File: src/rtl/run_sequencer_pkg.sv
// Shared types and helpers for the run_sequencer block.
package run_sequencer_pkg;

  // Sequencer states; the encoding is also exported on the debug port.
  typedef enum logic [2:0] {
    ST_IDLE   = 3'd0,
    ST_START  = 3'd1,
    ST_WAIT   = 3'd2,
    ST_GAP    = 3'd3,
    ST_FINISH = 3'd4
  } state_e;

  // Bits needed to hold values 0..n-1, never less than one.
  function automatic int width_for(input int n);
    return (n <= 1) ? 1 : $clog2(n);
  endfunction

endpackage

File: src/rtl/run_timer.sv
// Loadable up-counter with a terminal-count flag. A load restarts the count
// at zero; the count then climbs by one per cycle and parks at the limit.
module run_timer #(
  parameter int W = 4
) (
  input  logic         clk,
  input  logic         rst,
  input  logic         load_i,
  input  logic [W-1:0] limit_i,
  output logic         tc_o
);

  logic [W-1:0] count_q;
  logic [W-1:0] count_d;

  // Next count: restart on load, otherwise advance until the limit is hit.
  always_comb begin
    count_d = count_q;
    if (load_i) begin
      count_d = '0;
    end else if (!tc_o) begin
      count_d = count_q + 1'b1;
    end
  end

  // Count register.
  always_ff @(posedge clk or posedge rst) begin
    if (rst) begin
      count_q <= '0;
    end else begin
      count_q <= count_d;
    end
  end

  assign tc_o = (count_q == limit_i);

endmodule

File: src/rtl/run_sequencer.sv
// Start/done sequencer: issues RUNS one-cycle start pulses, waits up to
// TIMEOUT cycles for done after each, idles GAP cycles between transactions
// and tallies passes and timeouts in saturating counters.
// Optional feature macro: RUN_SEQUENCER_STOP_ON_FAIL_EN -- when defined, the
// first timeout ends the sequence immediately.
//
// Handshake: start is a single-cycle pulse; done is sampled only in WAIT, as a
// level on every rising edge, so a held level and a one-cycle pulse behave the
// same. done during START or GAP is ignored.
module run_sequencer
  import run_sequencer_pkg::*;
#(
  parameter int RUNS    = 4,
  parameter int TIMEOUT = 100,
  parameter int GAP     = 2,
  parameter int CNT_W   = 8
) (
  input  logic                         clk,
  input  logic                         rst,
  input  logic                         go,
  output logic                         start,
  input  logic                         done,
  output logic                         busy,
  output logic                         finished,
  output logic [CNT_W-1:0]             pass_count,
  output logic [CNT_W-1:0]             fail_count,
  output logic [width_for(RUNS)-1:0]   run_idx,
  output logic [2:0]                   state_dbg
);

  localparam int TMAX = (TIMEOUT > GAP) ? TIMEOUT : GAP;
  localparam int TW   = width_for(TMAX);
  localparam int RW   = width_for(RUNS);
  localparam logic [TW-1:0] TO_LIM   = TW'(TIMEOUT - 1);
  localparam logic [TW-1:0] GAP_LIM  = TW'((GAP > 0) ? GAP - 1 : 0);
  localparam logic [RW-1:0] RUN_LAST = RW'(RUNS - 1);

  state_e           state_q;
  logic             start_q;
  logic             busy_q;
  logic             finished_q;
  logic [CNT_W-1:0] pass_q;
  logic [CNT_W-1:0] fail_q;
  logic [RW-1:0]    idx_q;

  logic             tmr_tc;
  logic             tmr_load;
  logic [TW-1:0]    tmr_limit;
  logic             wait_end;
  logic             gap_end;
  logic             seq_step;
  logic             stop_fail;

  // Decode the end of each timed phase and steer the shared timer.
  always_comb begin
    wait_end  = (state_q == ST_WAIT) && (done || tmr_tc);
    gap_end   = (state_q == ST_GAP) && tmr_tc;
    // With no gap the transaction ends as soon as WAIT resolves.
    seq_step  = (GAP == 0) ? wait_end : gap_end;
`ifdef RUN_SEQUENCER_STOP_ON_FAIL_EN
    stop_fail = (state_q == ST_WAIT) && !done && tmr_tc;
`else
    stop_fail = 1'b0;
`endif
    // Hold the timer at zero outside the timed states and reload it on every
    // phase exit, so it starts from zero when WAIT or GAP is entered.
    tmr_load  = !((state_q == ST_WAIT) || (state_q == ST_GAP)) || wait_end || gap_end;
    tmr_limit = (state_q == ST_GAP) ? GAP_LIM : TO_LIM;
  end

  run_timer #(
    .W(TW)
  ) u_timer (
    .clk    (clk),
    .rst    (rst),
    .load_i (tmr_load),
    .limit_i(tmr_limit),
    .tc_o   (tmr_tc)
  );

  // Sequencer FSM with registered outputs and saturating tallies.
  always_ff @(posedge clk or posedge rst) begin
    if (rst) begin
      state_q    <= ST_IDLE;
      start_q    <= 1'b0;
      busy_q     <= 1'b0;
      finished_q <= 1'b0;
      pass_q     <= '0;
      fail_q     <= '0;
      idx_q      <= '0;
    end else begin
      start_q <= 1'b0;
      case (state_q)
        ST_IDLE, ST_FINISH: begin
          if (go) begin
            pass_q     <= '0;
            fail_q     <= '0;
            idx_q      <= '0;
            start_q    <= 1'b1;
            busy_q     <= 1'b1;
            finished_q <= 1'b0;
            state_q    <= ST_START;
          end
        end
        ST_START: begin
          state_q <= ST_WAIT;
        end
        ST_WAIT: begin
          // done on the expiry edge still wins: it is tested first.
          if (done) begin
            if (pass_q != '1) pass_q <= pass_q + 1'b1;
          end else if (tmr_tc) begin
            if (fail_q != '1) fail_q <= fail_q + 1'b1;
          end
          if (wait_end) state_q <= ST_GAP;
        end
        ST_GAP: begin
          state_q <= ST_GAP;
        end
        default: begin
          state_q <= ST_IDLE;
        end
      endcase
      // End of a transaction: either the sequence is over or the next run
      // starts. Overrides the WAIT->GAP move when GAP is zero.
      if (seq_step || stop_fail) begin
        if ((idx_q == RUN_LAST) || stop_fail) begin
          state_q    <= ST_FINISH;
          busy_q     <= 1'b0;
          finished_q <= 1'b1;
        end else begin
          idx_q   <= idx_q + 1'b1;
          start_q <= 1'b1;
          state_q <= ST_START;
        end
      end
    end
  end

  assign start      = start_q;
  assign busy       = busy_q;
  assign finished   = finished_q;
  assign pass_count = pass_q;
  assign fail_count = fail_q;
  assign run_idx    = idx_q;
  assign state_dbg  = state_q;

endmodule
File: config.mk
export PLATFORM = sky130hd
export DESIGN_NAME = run_sequencer
export DESIGN_NICKNAME = d
export VERILOG_FILES = /design/src/rtl/run_sequencer_pkg.sv /design/src/rtl/run_timer.sv /design/src/rtl/run_sequencer.sv
export SDC_FILE = /design/constraint.sdc
export NUM_CORES = 1
export LEC_CHECK = 0
export CORE_MARGIN = 3
export CORE_UTILIZATION = 48
export CTS_CLUSTER_SIZE = 14
export DETAILED_ROUTE_END_ITERATION = 10
export PLACE_DENSITY = 0.76
export SETUP_SLACK_MARGIN = 0.15
export SKIP_CTS_REPAIR_TIMING = 1
export SLEW_MARGIN = 20
export SYNTH_ARGS = -nofsm -noshare
export SYNTH_HDL_FRONTEND = slang
export SYNTH_SLANG_ARGS = --single-unit
File: constraint.sdc
create_clock -name clk -period 3 [get_ports clk]
set_input_delay 0.6 -clock clk [delete_from_list [all_inputs] [get_ports clk]]
set_output_delay 0.6 -clock clk [all_outputs]
set_load 0.005 [all_outputs]
==> results_dict.tcl, run 1 <==
set metrics [dict create \
    layout_min_cycle_time_ps 2210 \
    synth_fp_nets 169 \
    synth_top_cell_area_share_pct 48.3 \
    cts_inserted_buffers 5 \
    setup_tns_ps 0 \
    hold_depth 1 \
    hp-class "flip-flop to flip-flop" \
    endpoint_kind "flip-flop" \
    wl_per_cell_um 14.0 \
    antenna_found_initial 0 \
    ys.flop_type "dfrtp_1" \
    die_w_um 63.8 \
    final-seq-area_um2 776 \
    cts_buffer_depth 2 \
    cp-start-kind "input pin" \
    synth_cell_types 41 \
    vias 1258 \
    num-nets-final 200 \
    n_fill_cell 251 \
    drt_first_pass_iters 4 \
    cts_sinks 31 \
    grt_max_degree 32 \
    synthArstFlopShare_pct 100 \
    drt-total-wl_um 3300 \
    ios 28 \
    rr_worst_depth 5 \
    synthCells 161 \
    viasPerCell 5.33 \
    worstPathArrival_ps 2440 \
    path_class "input pin to flip-flop" \
    finalHoldViolCount 0 \
    htreeDepth 2 \
    grtUsageTotal_pct 17.6 \
    clk_pin_slew_ps 90 \
    worst_pin_slew_ps 564 \
    synth_edf_count 0 \
    drtAntennaViolNets 0 \
    io_buffers 27 \
    worstPathRequired_ps 3230 \
    diodes 0 \
    syn_area_mm2 0.00161 \
    min_from "u_timer.count_q[0]" \
    p_leak_nw 0.869 \
    crit_fanout 8 \
    min_period_over_period_pct 73.8 \
    drv_slew 0 \
    rsz0062_at_grt "false" \
    place.gp.congestion 0.829 \
    syn_area_per_cell_um2 9.97 \
    pwr_density_cell_mw_per_mm2 735 \
    holdPathEnd "u_timer.count_q[0]" \
    r2r-start "state_dbg[0]" \
    slew_headroom_pct 62.2 \
    dp_hpwl_um 2420 \
    grt-ovfl-total 0 \
    outcome "complete, no violations" \
    clk_latency_ps 330 \
    setup_viol 0 \
    drive_above_1_share_pct 7.29 \
    die_h_um 63.8 \
    fin_total_pwr_mw 1.45 \
    core.rowCount 20 \
    drtIter0Drc 56 \
    seq_area_frac_synth_pct 48.3 \
    r2r_slack_ps 930 \
    finalNonFillerCells 236 \
    grt_pass1_vias 1185 \
    multi_input_area_um2 779 \
    max_freq_mhz 452 \
    cts_root_buf "clkbuf_4" \
    cts_tree "done" \
    area_growth_pct 22.5 \
    drv_cap 0 \
    start_util_pct 51.3 \
    dieArea_mm2 0.00407 \
    grt_pass1_wl_um 5560 \
    synth_seq_cells 31 \
    yosysWarnings 0 \
    skew_ps 7.81 \
    vdd_drop_max_uv 364 \
    drt_drc_violations_left 0 \
    core-area_mm2 0.00313 \
    dp.cells 229 \
    reg2reg_to "fail_count[7]" \
    synth_area_leaders "dfrtp_1 (48%), nor2_1 (4.2%), nand3_1 (4.1%), xnor2_1 (3.8%), nand2_1 (3.7%)" \
    synth.largest_area_cell "dfrtp_1" \
]
cell usage after synthesis, types with 2 or more instances:
cell type  count
a211oi_1       2
a21oi_1        3
a31o_1         2
and2_1         4
and3_1         3
dfrtp_1       31
ha_1           4
inv_1          6
mux2i_1        5
nand2_1       16
nand2b_1       4
nand3_1       13
nand3b_1       3
nand4_1        3
nor2_1        18
o21ai_0        9
o31ai_1        3
or3_1          2
xnor2_1        7
xor2_1         2
per-stage QoR:
| step | area, µm² | util (%) | hold WS (ps) | setup WS, ps |
|---|---|---|---|---|
| after floorplan | 1610 | - | 447 | 1160 |
| after global placement | 1910 | 61.1 | 463 | 532 |
| after detailed placement | 1910 | 61.1 | 476 | 448 |
| after CTS | 1970 | 62.9 | 488 | 813 |
| after global routing | 1970 | 62.9 | 531 | 719 |
| final | 1970 | 62.9 | 489 | 786 |
routing by layer:
metal / global-route usage [%] / wire [µm] / up-vias
met3: 5.80 / 129 / 4
met4: 4.85 / 29 / 0
met1: 21.1 / 1420 / 594
met5: 0 / 0 / -
li1: - / - / 633
met2: 30.1 / 1710 / 27
layout make-up:
class / instances / share of cell area [%]
well taps: 44 / 2.80
multi-input cells: 120 / 39.6
inverters: 6 / 1.15
flip-flops and latches: 31 / 39.4
clock inverters: 1 / 0.254
clock buffers: 6 / 2.61
repair buffers: 28 / 14.1
flip-flops by register name, indices dropped and copies added (netlist names):
| name | flops |
|---|---|
| fail_count | 8 |
| pass_count | 8 |
| u_timer.count_q | 7 |
| state_dbg | 3 |
| run_idx | 2 |
| busy | 1 |
| finished | 1 |
| start | 1 |
where the power goes:
part           switching (mW)  internal (mW)  leakage [nW]
combinational           0.253          0.300         0.427
clock                   0.135          0.108        0.0341
sequential              0.124          0.524         0.409
critical path: stages:
cell and delay, ps:
clkdlybuf4s50_1 480, nor4b_4 530, and2_1 210, a31oi_1 190, a41o_1 260, a21o_1 170
cell usage in the layout, fill, tap and decap left out, types with 3 or more instances in the layout:
master and n:
nand4_1 3, clkdlybuf4s50_1 27, o31ai_1 3, clkbuf_4 5, nor2_1 18, dfrtp_1 31, and2_1 4, nand2_1 16
and3_1 3, nand2b_1 4, mux2i_1 5, o21ai_0 9, nand3b_1 3, nand3_1 13, inv_1 6, ha_1 4
xnor2_1 7, a21oi_1 3
worst max path at each step:
stage,to,from,slack [ps],cells after the start
floorplan,fail_count[7],done,1160,5
global placement,fail_count[7],done,530,6
detailed placement,fail_count[7],done,450,6
CTS,fail_count[7],done,810,6
global route,fail_count[7],done,720,6
finish,fail_count[7],done,790,6
cell families (layout without fill, tap and decap cells):
| group | count (synthesis) | after routing | synth area share, % |
|---|---|---|---|
| xor+xnor | 9 | 9 | 4.91 |
| compound gates | 26 | 26 | 11.4 |
| flops | 31 | 31 | 48.3 |
| simple gates | 76 | 76 | 26.0 |
| buf+inv | 10 | 41 | 3.12 |
| mux | 5 | 5 | 3.12 |
| fa+ha+maj | 4 | 4 | 3.12 |
Power figures use the tool's default switching activity.
==> run 2: changes to the inputs <==
- clock period: 3 -> 2.2 ns (I/O delays scaled with it)
==> run 2 against run 1 <==
Net effect:
- power up 39%
- register-to-register slack worse by 600 ps
- sequential power up 37%
- combinational power up 40%
- worst hold slack worse by 19 ps
- die area unchanged
- cell area up 2.4%
- critical path depth unchanged
==> results_dict.tcl, run 2 (synthesized netlist as in run 1, its figures left out) <==
set metrics [dict create \
    outcome "complete, no violations" \
    antenna_found_initial 0 \
    min_period_over_period_pct 85.2 \
    cp-start-kind "flip-flop" \
    drive_above_1_share_pct 10.7 \
    grt_pass1_vias 1319 \
    fin_area_mm2 0.00201 \
    endpoint "fail_count[4]" \
    dp_hpwl_um 2430 \
    io_buffers 27 \
    cts_buffer_depth 2 \
    wl_met3_um 122 \
    setup_tns_ps 0 \
    p_leak_nw 0.892 \
    grt-ovfl-total 0 \
    r2r_slack_ps 330 \
    core.rowCount 20 \
    drv_slew 0 \
    worstPathArrival_ps 2100 \
    dr.max_layer_used "met4" \
    rr_worst_depth 6 \
    slew_headroom_pct 60.9 \
    wl_met1_um 1450 \
    vias 1322 \
    vdd_drop_max_uv 479 \
    grt_max_degree 32 \
    cts_inserted_buffers 5 \
    rsz0062_at_grt "false" \
    drt_drc_violations_left 0 \
    grt_pass1_wl_um 5840 \
    pre_cts_ws_ps 176 \
    fin_ws_ps 326 \
    die_w_um 63.8 \
    ios 28 \
    wl_per_cell_um 13.8 \
    die_h_um 63.8 \
    worst_pin_slew_ps 578 \
    r2r-start "u_timer.count_q[3]" \
    layout_common_cells "dfrtp_1 (29), clkdlybuf4s50_1 (27), nor2_1 (18)" \
    cts_root_buf "clkbuf_4" \
    clk_pin_slew_ps 100 \
    viasPerCell 5.49 \
    hp-class "input pin to asynchronous set/reset pin" \
    endpoint_kind "flip-flop" \
    area_growth_pct 25.4 \
    cts_tree "done" \
    drt_first_pass_iters 4 \
    pwr_density_cell_mw_per_mm2 996 \
    path_class "flip-flop to flip-flop" \
    crit_start "u_timer.count_q[3]" \
    drt-total-wl_um 3320 \
    core-area_mm2 0.00313 \
    drtIter0Drc 74 \
    cts_sinks 31 \
    start_util_pct 51.3 \
    worstPathRequired_ps 2430 \
    setup_viol 0 \
    skew_ps 12.5 \
    drv_cap 0 \
    whs_ps 470 \
    drtAntennaViolNets 0 \
    finalHoldViolCount 0 \
    clk_latency_ps 340 \
    num-nets-final 205 \
    max_freq_mhz 534 \
    dieArea_mm2 0.00407 \
    htreeDepth 2 \
    final_common_cell "dfrtp_1" \
    place.gp.congestion 0.870 \
    met2_length_um 1710 \
    place_area_mm2 0.00195 \
    grtUsageTotal_pct 18.2 \
    crit_fanout 6 \
    diodes 0 \
    layout_min_cycle_time_ps 1870 \
    reg2reg_to "fail_count[4]" \
]
[run 2: worst max-delay path: stages, from the launching register on]
cell	delay (ps)
dfrtp_1	430
nor4b_1	570
and2_1	210
a31oi_1	120
buf_4	190
o21ai_0	160
o31ai_1	90
[run 2: metrics by stage]
stage	std cells	power (mW)	utilization, %
2_1_floorplan	161	1.34	-
3_3_place_gp	234	1.64	62.3
3_5_place_dp	234	1.67	62.3
4_1_cts	241	2.02	64.1
5_1_grt	241	2.16	64.4
6_report	241	2.01	64.4
[run 2: cell type report]
class	count	area, µm²
fill	257	1110
multi-input combinational	120	786
sequential	31	778
timing repair buffer	33	315
tap	44	55.1
clock buffer	6	51.3
inverter	6	22.5
clock inverter	1	5.00
[run 2: power by group]
group / switching (mW) / total (mW) / internal [mW] / leakage (nW)
logic: 0.348 / 0.776 / 0.428 / 0.451
clock network: 0.191 / 0.339 / 0.148 / 0.0341
registers: 0.173 / 0.890 / 0.717 / 0.406
[run 2: worst min path at each step]
stage,startpoint,to,cells past startpoint
2_1_floorplan,u_timer.count_q[0],u_timer.count_q[0],1
3_3_place_gp,finished,finished,2
3_5_place_dp,finished,finished,2
4_1_cts,rst,pass_count[6],3
5_1_grt,rst,pass_count[1],3
6_report,rst,pass_count[1],3
[run 2: metal layers]
layer	GRT usage, %	up-vias
li1	-	642
met1	21.7	653
met2	30.3	21
met3	6.33	6
met4	6.20	0
met5	0	-
==> run 3: changes to the inputs <==
- RECOVER_POWER: default -> 100
==> run 3 against run 2 <==
Net effect:
- via count is 1.1% higher
- maximum frequency is 7.4% lower
- worst hold slack better by 22 ps
- core utilization is 0.40 points lower
- cell area is 0.62% lower
- die area stayed put
- combinational power is 5.4% lower
- global-route usage stayed put
- sequential cell count stayed put
- routed wire length is 0.21% higher
- final cell count stayed put
- critical path type is now flip-flop to output pin
- critical endpoint is now state_dbg[0]
- largest cell class unchanged
==> results_dict.tcl, run 3 (synthesized netlist as in run 1, its figures left out) <==
set metrics [dict create \
    drt-total-wl_um 3330 \
    worst_pin_slew_ps 761 \
    num-nets-final 205 \
    grt-ovfl-total 0 \
    crit_fanout 12 \
    dieArea_mm2 0.00407 \
    drv_cap 0 \
    final-seq-area_um2 776 \
    cts_inserted_buffers 5 \
    io_buffers 27 \
    worstPathRequired_ps 1760 \
    die_w_um 63.8 \
    clk_pin_slew_ps 100 \
    cts_tree "done" \
    final_common_cell "dfrtp_1" \
    core-area_mm2 0.00313 \
    max_freq_mhz 494 \
    dp_hpwl_um 2430 \
    path_class "flip-flop to output pin" \
    setup_tns_ps 0 \
    drtAntennaViolNets 0 \
    core.rowCount 20 \
    grtUsageTotal_pct 18.2 \
    place.gp.congestion 0.870 \
    skew_ps 12.8 \
    setup_viol 0 \
    drv_slew 0 \
    multi_input_area_um2 786 \
    fin_total_pwr_mw 1.95 \
    drt_first_pass_iters 4 \
    area_growth_pct 24.6 \
    grt_pass1_vias 1319 \
    n_fill_cell 263 \
    htreeDepth 2 \
    layout_common_cells "dfrtp_1 (31), dlygate4sd3_1 (24), nor2_1 (18)" \
    fin_util_pct 64.0 \
    grt_max_degree 32 \
    cts_sinks 31 \
    worstPathArrival_ps 1580 \
    cp-start-kind "flip-flop" \
    wl_per_cell_um 13.8 \
    drtIter0Drc 77 \
    clk_latency_ps 340 \
    slowest_delay_ps 630 \
    crit_path_cell_trace "dlygate4sd3_1" \
    vdd_drop_max_uv 463 \
    drt_drc_violations_left 0 \
    drive_above_1_share_pct 8.63 \
    start_util_pct 51.3 \
    endpoint_kind "output pin" \
    whs_ps 491 \
    crit_buf_inv 1 \
    ios 28 \
    cts_buffer_depth 2 \
    layout_min_cycle_time_ps 2020 \
    rsz0062_at_grt "false" \
    outcome "complete, no violations" \
    finalHoldViolCount 0 \
    cp_slowest_cell "dlygate4sd3_1" \
    die_h_um 63.8 \
    cts_root_buf "clkbuf_4" \
    antenna_found_initial 0 \
    slew_headroom_pct 49.2 \
    hp-class "flip-flop to flip-flop" \
    viasPerCell 5.55 \
    cpLargestDelayFamily "buffers and inverters" \
    min_period_over_period_pct 92.0 \
    grt_pass1_wl_um 5840 \
    fin_area_mm2 0.00200 \
    vias 1337 \
    place_area_mm2 0.00195 \
    diodes 0 \
    pwr_density_cell_mw_per_mm2 976 \
    p_leak_nw 0.940 \
]
[run 3: cell count changes in the layout (fill, tap and decap cells not counted), moves of 2 or more]
cell / delta
dlygate4sd3_1: +24
dfrtp_2: -2
clkdlybuf4s50_1: -24
clkbuf_1: +2
buf_4: -3
dfrtp_1: +2
[run 3: per-stage QoR]
| step | std cells | setup WS [ps] |
|---|---|---|
| after floorplan | 161 | 449 |
| after global placement | 234 | 229 |
| after detailed placement | 234 | 176 |
| after CTS | 241 | 248 |
| after global routing | 241 | 104 |
| final | 241 | 177 |
[run 3: path summary, 6_finish.rpt]
check	slack, ps	cells past startpoint	from	end
max	180	1	state_dbg[0]	state_dbg[0]
min	490	2	finished	finished
max reg2reg	260	7	fail_count[0]	fail_count[4]
min reg2reg	490	2	finished	finished
max in group asynchronous	950	3	rst	u_timer.count_q[0]
min in group asynchronous	750	3	rst	pass_count[1]
[run 3: final cells by class]
type,count,share of cell area (%)
clock buffer,6,2.56
clock inverter,1,0.250
inverter,6,1.13
multi-input combinational,120,39.3
sequential,31,38.8
tap,44,2.75
timing repair buffer,33,15.3
[run 3: routing by layer]
layer	global-route usage, %	part of all wire, %	vias up
li1	-	-	643
met1	21.7	44	662
met2	30.3	51	27
met3	6.33	3.8	5
met4	6.20	1.3	0
met5	0	0	-
[run 3: power by group]
group	leakage, nW	total, mW	internal (mW)	switching (mW)
Combinational	0.497	0.734	0.383	0.351
Clock	0.0341	0.338	0.148	0.191
Sequential	0.409	0.881	0.715	0.166
Total	0.940	1.95	1.25	0.708
